### src/rtl/load_store_unit.sv
// RV32I load/store unit: turns LB/LH/LW/LBU/LHU/SB/SH/SW into a word-aligned
// valid/ready bus access with byte enables, extends load data, flags errors.
module load_store_unit #(
  parameter int ADDR_WIDTH     = 32,
  parameter int DATA_WIDTH     = 32,
  parameter int TIMEOUT_CYCLES = 255
) (
  input  logic                  clk_i,
  input  logic                  rst_i,
  input  logic                  req_valid_i,
  input  logic                  req_we_i,
  input  logic [2:0]            req_funct3_i,
  input  logic [ADDR_WIDTH-1:0] req_addr_i,
  input  logic [DATA_WIDTH-1:0] req_wdata_i,
  output logic                  req_ready_o,
  output logic                  stall_o,
  output logic                  rsp_valid_o,
  output logic [DATA_WIDTH-1:0] rsp_rdata_o,
  output logic                  err_o,
  output logic [1:0]            err_cause_o,
  output logic                  bus_valid_o,
  output logic                  bus_we_o,
  output logic [ADDR_WIDTH-1:0] bus_addr_o,
  output logic [DATA_WIDTH-1:0] bus_wdata_o,
  output logic [3:0]            bus_be_o,
  input  logic                  bus_ready_i,
  input  logic                  bus_rvalid_i,
  input  logic [DATA_WIDTH-1:0] bus_rdata_i
);

  typedef enum logic [2:0] {S_IDLE, S_REQ, S_WAIT, S_DONE, S_ERR} state_t;

  localparam int CW = (TIMEOUT_CYCLES < 2) ? 1 : $clog2(TIMEOUT_CYCLES);
  localparam logic [CW-1:0] CNT_LAST = CW'(TIMEOUT_CYCLES - 1);

  state_t                r_state, w_next;
  logic [CW-1:0]         r_cnt;
  logic [ADDR_WIDTH-1:0] r_addr;
  logic                  r_we;
  logic [2:0]            r_funct3;
  logic [DATA_WIDTH-1:0] r_wdata;
  logic [DATA_WIDTH-1:0] r_rdata;
  logic [1:0]            r_cause;

  logic                  w_illegal, w_misal, w_timeout;
  logic [DATA_WIDTH-1:0] w_shift, w_load, w_wdata;
  logic [3:0]            w_be;

  assign w_illegal = req_we_i ? (req_funct3_i > 3'b010)
                              : (req_funct3_i == 3'b011 || req_funct3_i[2:1] == 2'b11);
  assign w_misal   = (req_funct3_i[1:0] == 2'b01 && req_addr_i[0]) ||
                     (req_funct3_i[1:0] == 2'b10 && req_addr_i[1:0] != 2'b00);
  // Counter holds the number of REQ/WAIT cycles already spent; the last allowed one aborts.
  assign w_timeout = (r_cnt == CNT_LAST);

  assign w_shift = bus_rdata_i >> {r_addr[1:0], 3'b000};

  always_comb begin
    w_load = w_shift;
    case (r_funct3)
      3'b000:  w_load = {{(DATA_WIDTH-8){w_shift[7]}}, w_shift[7:0]};
      3'b100:  w_load = {{(DATA_WIDTH-8){1'b0}}, w_shift[7:0]};
      3'b001:  w_load = {{(DATA_WIDTH-16){w_shift[15]}}, w_shift[15:0]};
      3'b101:  w_load = {{(DATA_WIDTH-16){1'b0}}, w_shift[15:0]};
      default: w_load = w_shift;
    endcase
  end

  always_comb begin
    w_be    = 4'b1111;
    w_wdata = '0;
    if (r_we) begin
      case (r_funct3[1:0])
        2'b00: begin
          w_be    = 4'b0001 << r_addr[1:0];
          w_wdata = {4{r_wdata[7:0]}};
        end
        2'b01: begin
          w_be    = r_addr[1] ? 4'b1100 : 4'b0011;
          w_wdata = {2{r_wdata[15:0]}};
        end
        default: begin
          w_be    = 4'b1111;
          w_wdata = r_wdata;
        end
      endcase
    end
  end

  always_comb begin
    w_next = r_state;
    case (r_state)
      S_IDLE: if (req_valid_i) w_next = (w_illegal || w_misal) ? S_ERR : S_REQ;
      S_REQ: begin
        if (bus_ready_i)    w_next = r_we ? S_DONE : S_WAIT;
        else if (w_timeout) w_next = S_DONE;
      end
      S_WAIT: if (bus_rvalid_i || w_timeout) w_next = S_DONE;
      S_DONE: w_next = S_IDLE;
      S_ERR:  w_next = S_IDLE;
      default: w_next = S_IDLE;
    endcase
  end

  always_ff @(posedge clk_i) begin
    if (rst_i) begin
      r_state  <= S_IDLE;
      r_cnt    <= '0;
      r_addr   <= '0;
      r_we     <= 1'b0;
      r_funct3 <= '0;
      r_wdata  <= '0;
      r_rdata  <= '0;
      r_cause  <= '0;
    end else begin
      r_state <= w_next;
      case (r_state)
        S_IDLE: if (req_valid_i) begin
          r_addr   <= req_addr_i;
          r_we     <= req_we_i;
          r_funct3 <= req_funct3_i;
          r_wdata  <= req_wdata_i;
          r_rdata  <= '0;
          r_cnt    <= '0;
          r_cause  <= w_illegal ? 2'b10 : (w_misal ? 2'b01 : 2'b00);
        end
        S_REQ: begin
          r_cnt <= r_cnt + 1'b1;
          if (!bus_ready_i && w_timeout) r_cause <= 2'b11;
        end
        S_WAIT: begin
          r_cnt <= r_cnt + 1'b1;
          if (bus_rvalid_i)   r_rdata <= w_load;
          else if (w_timeout) r_cause <= 2'b11;
        end
        default: ;
      endcase
    end
  end

  assign req_ready_o = (r_state == S_IDLE);
  assign stall_o     = (r_state == S_IDLE && req_valid_i) || r_state == S_REQ || r_state == S_WAIT;
  assign rsp_valid_o = (r_state == S_DONE) || (r_state == S_ERR);
  assign rsp_rdata_o = (r_state == S_DONE) ? r_rdata : '0;
  assign err_o       = (r_state == S_ERR) || (r_state == S_DONE && r_cause != 2'b00);
  assign err_cause_o = rsp_valid_o ? r_cause : 2'b00;

  assign bus_valid_o = (r_state == S_REQ);
  assign bus_we_o    = bus_valid_o && r_we;
  assign bus_addr_o  = bus_valid_o ? {r_addr[ADDR_WIDTH-1:2], 2'b00} : '0;
  assign bus_be_o    = bus_valid_o ? w_be : 4'b0000;
  assign bus_wdata_o = bus_valid_o ? w_wdata : '0;

endmodule

### config.mk
export PLATFORM = sky130hd
export DESIGN_NAME = load_store_unit
export DESIGN_NICKNAME = d
export VERILOG_FILES = /design/src/rtl/load_store_unit.sv
export SDC_FILE = /design/constraint.sdc
export NUM_CORES = 1
export LEC_CHECK = 0
export ABC_AREA = 1
export CELL_PAD_IN_SITES_DETAIL_PLACEMENT = 1
export CELL_PAD_IN_SITES_GLOBAL_PLACEMENT = 1
export CORE_ASPECT_RATIO = 1.75
export CORE_MARGIN = 3
export CORE_UTILIZATION = 31
export DETAILED_ROUTE_END_ITERATION = 7
export GPL_TIMING_DRIVEN = 1
export PLACE_DENSITY = 0.89
export SLEW_MARGIN = 20
export SYNTH_ARGS = -nofsm -noshare
export SYNTH_HDL_FRONTEND = slang
export SYNTH_SLANG_ARGS = --single-unit
### constraint.sdc
create_clock -name clk_i -period 1.8 [get_ports clk_i]
set_input_delay 0.18 -clock clk_i [delete_from_list [all_inputs] [get_ports clk_i]]
set_output_delay 0.18 -clock clk_i [all_outputs]
set_load 0.1 [all_outputs]
==> summary.txt, run 1 <==
Status
  – Run status: finished with violations
  – Failing checks: setup timing

STA
  – Clk_skew: 8.86 ps
  – Fmax: 516 MHz
  – Final Slew Violations: 0
  – RSZ-0062 raised after global routing: yes
  – Min Tclk post-route: 1940 ps
  – Final hold slack: between 300 and 400 ps
  – Final-report hold violation count: 0
  – Final Cycle Share: 108%
  – Final WS setup: -138 ps
  – # setup viols final: 77

Critical path
  – Setup CP Type: register to output port
  – Critical path capture point type: output port
  – CP Max Fanout: 13
  – Slowest stage delay, CP: about 350 ps
  – Worst path required time: 1620 ps
  – CP bufs+invs: 4
  – Crit path launch type: register
  – CP arrival: 1760 ps
  – CP top delay family: buffers and inverters
  – CP Cell Sequence: nor2_4, nand2_2, nor2_4, buf_12, buf_12, inv_12, nor2_4, buf_12
  – Slowest stage cell, crit path: dfxtp_2

Clock tree
  – Worst-skew pair later-pin latency: 420 ps
  – Clock Tree Buf Depth: 2
  – Clock transition at the registers of the reported paths: 50 ps
  – CTS tree: done
  – CTS Root Buffer Type: clkbuf_16
  – Clock Sinks: 113
  – CTS buffer count: 17
  – CTS H-tree lvls: 4
  – Hold buffers post-CTS: 0

Cells and area
  – FF/Latch Area: between 2000 and 2500 sq um
  – Synth-to-Final Area Change: 82.7%
  – Most frequent cells in the layout: nand2_1 (161), buf_12 (116), dfxtp_1 (108), inv_1 (107), a21oi_1 (105)
  – Ratio of cells with drive above 1 in the final layout: 29.6%
  – Multi-input logic area: around 3600 sq um
  – Final net count: 1239
  – Commonest non-fill, non-tap cell in the layout: nand2_1
  – Fillers: 2149

Flow run
  – # Max-Cap Violations: 0

Drt
  – 1st-iter DRT viols: about 270
  – DR vias: 6959
  – ANT nets after route: 0
  – DRC viols: 0
  – Via/cell ratio: 5.02
  – Initial DRT Pass Iterations: 4
  – Final wirelength: 25.9 mm
  – WL/cell: 18.7 microns

Power and ir drop
  – Reg power frac: between 20% and 30%
  – Leakage: 0.00411 uW
  – Switching power total: 4960 uW
  – Clock share of power: 29.8%
  – Combinational power share: 43.5%
  – Sw Share: ~42%
  – Max IR drop VDD: 635 uV
  – Total power: 11800 uW
  – PD cells: 1080 nW/um^2
  – Int Pwr: between 6000 and 7000 uW

Placed design
  – RD Place Congestion: 0.825
  – Detailed placement HPWL: 18.9 mm
  – Port Buf Inserts: 210

Synth
  – Synth Register Bits: 113
  – Synth Area per Inst: 6.47 sq um
  – Main combinational cell family by area after synthesis: simple AND/OR/NAND/NOR gates
  – Post-synth cell types: 34
  – Register area share after synthesis: 37.8%
  – Cell taking the most area after synthesis: dfxtp_1
  – Compound-Gate Fraction of Synth Area: a little over a fifth
  – Adder-cell share of the synthesized area: 0.418%
  – Mux cell area share after synthesis: 0%
  – Yosys top cell area share: a little under two fifths
  – Cells after Synth: 925
  – Synth Area in Simple Gates: 27.3%
  – Synth top area cells: dfxtp_1 (38%), nand2_1 (10%), nor2_1 (9.7%)
  – Post-Syn Area: 5980 sq um
  – XOR/XNOR share of the synthesized area: 0%
  – Synthesis Warnings: 0

Floorplanning
  – Initial core utilization: 31.9%
  – Core Area: 18700 sq um
  – Total die area: about 21000 sq um
  – Die H: 190 microns
  – Row count: 66
  – DIE WIDTH: 111 microns
  – Total I/O pin count: 213

GRT
  – Total Routing Usage GR: 23.7%
  – Total global routing overflow: 0
  – Initial antenna violation count: 4
  – Largest net degree at the start of global routing: 74
  – First-pass GRT wire length: 39.4 mm
  – Vias in the first global route: approximately 7.6k

Min path
  – Hold Path Class: primary input to register
-- per-stage QoR --
stage	instance area, sq um	util [%]	worst slack, ps	TNS [ps]	cells
floorplan	6280	-	-568	-48960	926
global placement	9690	51.7	112	0	1339
detailed placement	9690	51.7	42.9	0	1339
CTS	10800	57.6	-159	-7570	1380
global route	10900	58.3	-208	-12880	1387
finish	10900	58.3	-138	-6630	1387
-- state kept, by name, summed over array words and instances, names as in the netlist --
name and flops:
r_addr 32, r_cause 2, r_cnt 8, r_funct3 3, r_rdata 32, r_state 3
r_wdata 32, r_we 1
-- power groups by stage --
stage | sequential (uW) | clock [uW] | combinational, uW
after floorplan | 3080 | 0 | 3160
after global placement | 3120 | 0 | 4500
after detailed placement | 3150 | 0 | 4640
after CTS | 3130 | 3560 | 5000
after global routing | 3180 | 3680 | 5480
final | 3150 | 3500 | 5120
-- worst min-delay path: stages --
cell,delay [ps]
clkdlybuf4s50_1,390
inv_1,80
a21oi_1,60
-- routing by layer --
| layer | vias up | routed length (microns) | track usage, % |
|---|---|---|---|
| met1 | 3319 | 8310 | 21.4 |
| li1 | 3349 | - | - |
| met4 | 0 | 1130 | 11.9 |
| met5 | - | 0 | 0 |
| met2 | 227 | 15100 | 47.6 |
| met3 | 64 | 1400 | 6.21 |
-- cell usage after synthesis (all sizes together) --
cell    count
o22ai       3
nand3      44
nor3        7
buf        37
dfxtp     113
inv       122
nor3b       1
ha          2
o21ai      95
a21oi     121
nand2     175
clkbuf     25
a211oi      4
or2         1
o21bai      1
o211ai      7
nor2      160
a22oi       6
conb        1
-- cells by family after synthesis --
family          after synthesis
simple gates                388
compound gates              237
other cells                   1
flops                       113
buf+inv                     184
fa+ha+maj                     2
-- what timing repair did --
action | CTS | global route
buffers inserted | 7 | 2
pin swaps | 17 | 5
endpoints found under the setup margin | 103 | 105
gates cloned | 2 | 1
resized for setup | 122 | 26
-- final cells by class --
class,instances,share of cell area [%]
diodes,4,0.0916
clock buffers,18,3.93
clock inverters,14,1.67
inverters,122,4.44
multi-input cells,629,33.1
flip-flops and latches,113,20.8
well taps,238,2.72
repair buffers,247,33.0
repair inverters,2,0.229
-- path summary, 6_finish.rpt --
path,to,startpoint,slack (ps),cells after the start
setup reg to reg,r_wdata[15]$_SDFFE_PP0P_,r_state[2]$_SDFFE_PP0P_,110,8
hold reg to reg,r_addr[16]$_SDFFE_PP0P_,r_addr[16]$_SDFFE_PP0P_,450,2
hold / removal,r_we$_SDFFE_PP0P_,req_we_i,340,3
setup / recovery,bus_wdata_o[4],r_state[2]$_SDFFE_PP0P_,-140,8
Power figures use the tool's default switching activity.
==> run 2: changes to the inputs <==
--- a/config.mk
+++ b/config.mk
@@ -11,9 +11,11 @@
 export CORE_ASPECT_RATIO = 1.75
 export CORE_MARGIN = 3
 export CORE_UTILIZATION = 31
+export CTS_CLUSTER_SIZE = 14
 export DETAILED_ROUTE_END_ITERATION = 7
 export GPL_TIMING_DRIVEN = 1
 export PLACE_DENSITY = 0.89
+export SETUP_SLACK_MARGIN = 0.3
 export SLEW_MARGIN = 20
 export SYNTH_ARGS = -nofsm -noshare
 export SYNTH_HDL_FRONTEND = slang
==> constraint.sdc (replaced) <==
create_clock -name clk_i -period 1.8 [get_ports clk_i]
set_input_delay 0.18 -clock clk_i [delete_from_list [all_inputs] [get_ports clk_i]]
set_output_delay 0.18 -clock clk_i [all_outputs]
set_load 0.02 [all_outputs]
==> summary.txt, run 2 (synthesis results as in run 1) <==
STA
  – # setup viols final: 57 (was 77)
  – RSZ-0062 raised after global routing: yes (unchanged)
  – Fmax: 524 MHz (was 516 MHz)
  – Final WS setup: -108 ps (was -138 ps)
  – Final hold slack: 327 ps (was 344 ps)
  – Clk_skew: 8.51 ps (was 8.86 ps)
  – Slew headroom: 62.3%
  – Final Cycle Share: 106% (was 108%)
  – Slew @ Worst Pin: 565 ps
  – Min Tclk post-route: 1910 ps (was 1940 ps)
  – Final-report hold violation count: 0 (unchanged)
  – Final Slew Violations: 0 (unchanged)

Drt
  – Via/cell ratio: 5.19 (was 5.02)
  – DR vias: 7506 (was 6959)
  – Initial DRT Pass Iterations: 4 (unchanged)
  – DRC viols: 0 (unchanged)
  – ANT nets after route: 0 (unchanged)
  – Final wirelength: 30.2 mm (was 25.9 mm)
  – WL/cell: 20.9 microns (was 18.7 microns)
  – 1st-iter DRT viols: 260 (was 265)

Critical path
  – Worst r2r src: r_state[1]$_SDFFE_PP0P_ (was r_state[2]$_SDFFE_PP0P_)
  – Slowest stage delay, CP: 360 ps (was 350 ps)
  – CP arrival: 1730 ps (was 1760 ps)
  – CP Max Fanout: 13 (unchanged)
  – CP Cell Sequence: nor2_4, nand2_4, nor2_4, inv_2, buf_4, nor2_1, buf_4 (was nor2_4, nand2_2, nor2_4, buf_12, buf_12, inv_12, nor2_4, buf_12)
  – Setup CP Type: register to output port (unchanged)
  – Critical path capture point type: output port (unchanged)
  – Crit path launch type: register (unchanged)
  – Setup crit start: r_state[1]$_SDFFE_PP0P_ (was r_state[2]$_SDFFE_PP0P_)
  – Slowest stage cell, crit path: dfxtp_4 (was dfxtp_2)
  – Worst path required time: 1620 ps (about the same)

Power and ir drop
  – Leakage: 0.00442 uW (was 0.00411 uW)
  – Int Pwr: 7620 uW (was 6800 uW)
  – PD cells: 1140 nW/um^2 (was 1080 nW/um^2)
  – Combinational power share: 46.1% (was 43.5%)
  – Clock share of power: 28.7% (was 29.8%)
  – Switching power total: 4870 uW (was 4960 uW)
  – Sw Share: 39.0% (was 42.2%)
  – Total power: 12500 uW (was 11800 uW)
  – Max IR drop VDD: 767 uV (was 635 uV)
  – Reg power frac: 25.2% (was 26.7%)

Placed design
  – RD Place Congestion: 0.857 (was 0.825)
  – Port Buf Inserts: 210 (unchanged)
  – Placed Cells incl. Taps: 1361 (was 1339)
  – Detailed placement HPWL: 17.4 mm (was 18.9 mm)
  – Post-DP Area: 8590 sq um (was 9690 sq um)
  – Pre-CTS setup slack: -134 ps (was 42.9 ps)

Floorplanning
  – Row count: 66 (unchanged)
  – Total I/O pin count: 213 (unchanged)
  – Core Area: 18700 sq um (unchanged)
  – DIE WIDTH: 111 microns (unchanged)
  – Die H: 190 microns (unchanged)
  – Total die area: 21100 sq um (unchanged)
  – Initial core utilization: 31.9% (unchanged)

Cells and area
  – Final net count: 1298 (was 1239)
  – Most frequent cells in the layout: nand2_1 (122), dfxtp_1 (107), clkdlybuf4s50_1 (104), inv_1 (102), buf_4 (99) (was nand2_1 (161), buf_12 (116), dfxtp_1 (108), inv_1 (107), a21oi_1 (105))
  – Commonest non-fill, non-tap cell in the layout: nand2_1 (unchanged)
  – Final instance area: 10900 sq um (about the same)
  – Post-Layout Cell Count: 1445 (was 1387)
  – Synth-to-Final Area Change: 82.4% (was 82.7%)
  – Ratio of cells with drive above 1 in the final layout: 38.4% (was 29.6%)
  – Top flop regs: r_addr x32, r_rdata x32, r_wdata x32 (unchanged)

Clock tree
  – CTS tree: done (unchanged)
  – Clock Sinks: 113 (unchanged)
  – CTS Root Buffer Type: clkbuf_16 (unchanged)
  – Clock transition at the registers of the reported paths: 60 ps (was 50 ps)
  – CTS buffer count: 17 (unchanged)
  – Worst-skew pair later-pin latency: 430 ps (was 420 ps)
  – Clock Tree Buf Depth: 2 (unchanged)
  – CTS H-tree lvls: 4 (unchanged)
  – Hold buffers post-CTS: 0 (unchanged)

GRT
  – Total Routing Usage GR: 23.3% (was 23.7%)
  – Largest net degree at the start of global routing: 52 (was 74)
  – Total global routing overflow: 0 (unchanged)
  – First-pass GRT wire length: 38.8 mm (was 39.4 mm)
  – Vias in the first global route: 7426 (was 7585)
  – Initial antenna violation count: 3 (was 4)

Min path
  – Hold Startpoint: req_we_i (unchanged)
  – Hold Path Class: primary input to register (unchanged)

Status
  – Run status: finished with violations (unchanged)
  – Failing checks: setup timing (unchanged)

Flow run
  – # Max-Cap Violations: 0 (unchanged)
[run 2: critical path, delay by kind of cell (launching register included)]
family | cells | cell delay, ps
buffers and inverters | 3 | 450
DFF | 1 | 360
and+or+nand+nor | 4 | 490
[run 2: repair_timing]
item                       in CTS  in global routing
gates cloned                    5                 19
setup buffers                  15                 10
pin swaps                      28                 13
resized for setup             644                242
setup endpoints to repair     152                208
[run 2: per-stage QoR]
stage	setup TNS, ps	utilization, %
2_1_floorplan	0	-
3_3_place_gp	-1910	45.8
3_5_place_dp	-4750	45.8
4_1_cts	-516	51.8
5_1_grt	-6490	58.2
6_report	-1710	58.2
[run 2: worst paths after layout]
path,end,slack [ps],depth (start not counted)
max,bus_wdata_o[6],-110,7
min,r_we$_SDFFE_PP0P_,330,3
max reg2reg,r_cause[0]$_SDFFE_PP0P_,40,13
min reg2reg,r_addr[28]$_SDFFE_PP0P_,460,2
[run 2: per-layer routing]
metal | GRT usage (%) | share of wire [%] | wire, microns | vias up
li1 | - | - | - | 3476
met1 | 21.4 | 33 | 9870 | 3645
met2 | 46.3 | 57 | 17100 | 289
met3 | 4.93 | 4.5 | 1350 | 96
met4 | 13.3 | 6.2 | 1860 | 0
met5 | 0 | 0 | 0 | -
[run 2: cell type report]
cell class / instances / area, sq um
diodes: 3 / 7.51
clock buffers: 20 / 457
clock inverters: 12 / 158
fillers: 2189 / 7830
inverters: 122 / 485
multi-input cells: 630 / 3860
flip-flops and latches: 113 / 2280
well taps: 238 / 298
repair buffers: 306 / 3360
repair inverters: 1 / 11.3
[run 2: power groups by stage]
| stage | Clock [uW] | Sequential (uW) | Combinational [uW] |
|---|---|---|---|
| 6_report | 3580 | 3150 | 5750 |
| 5_1_grt | 3730 | 3180 | 6080 |
| 4_1_cts | 3610 | 3120 | 4290 |
| 3_5_place_dp | 0 | 3150 | 3590 |
| 3_3_place_gp | 0 | 3130 | 3490 |
| 2_1_floorplan | 0 | 3070 | 2240 |
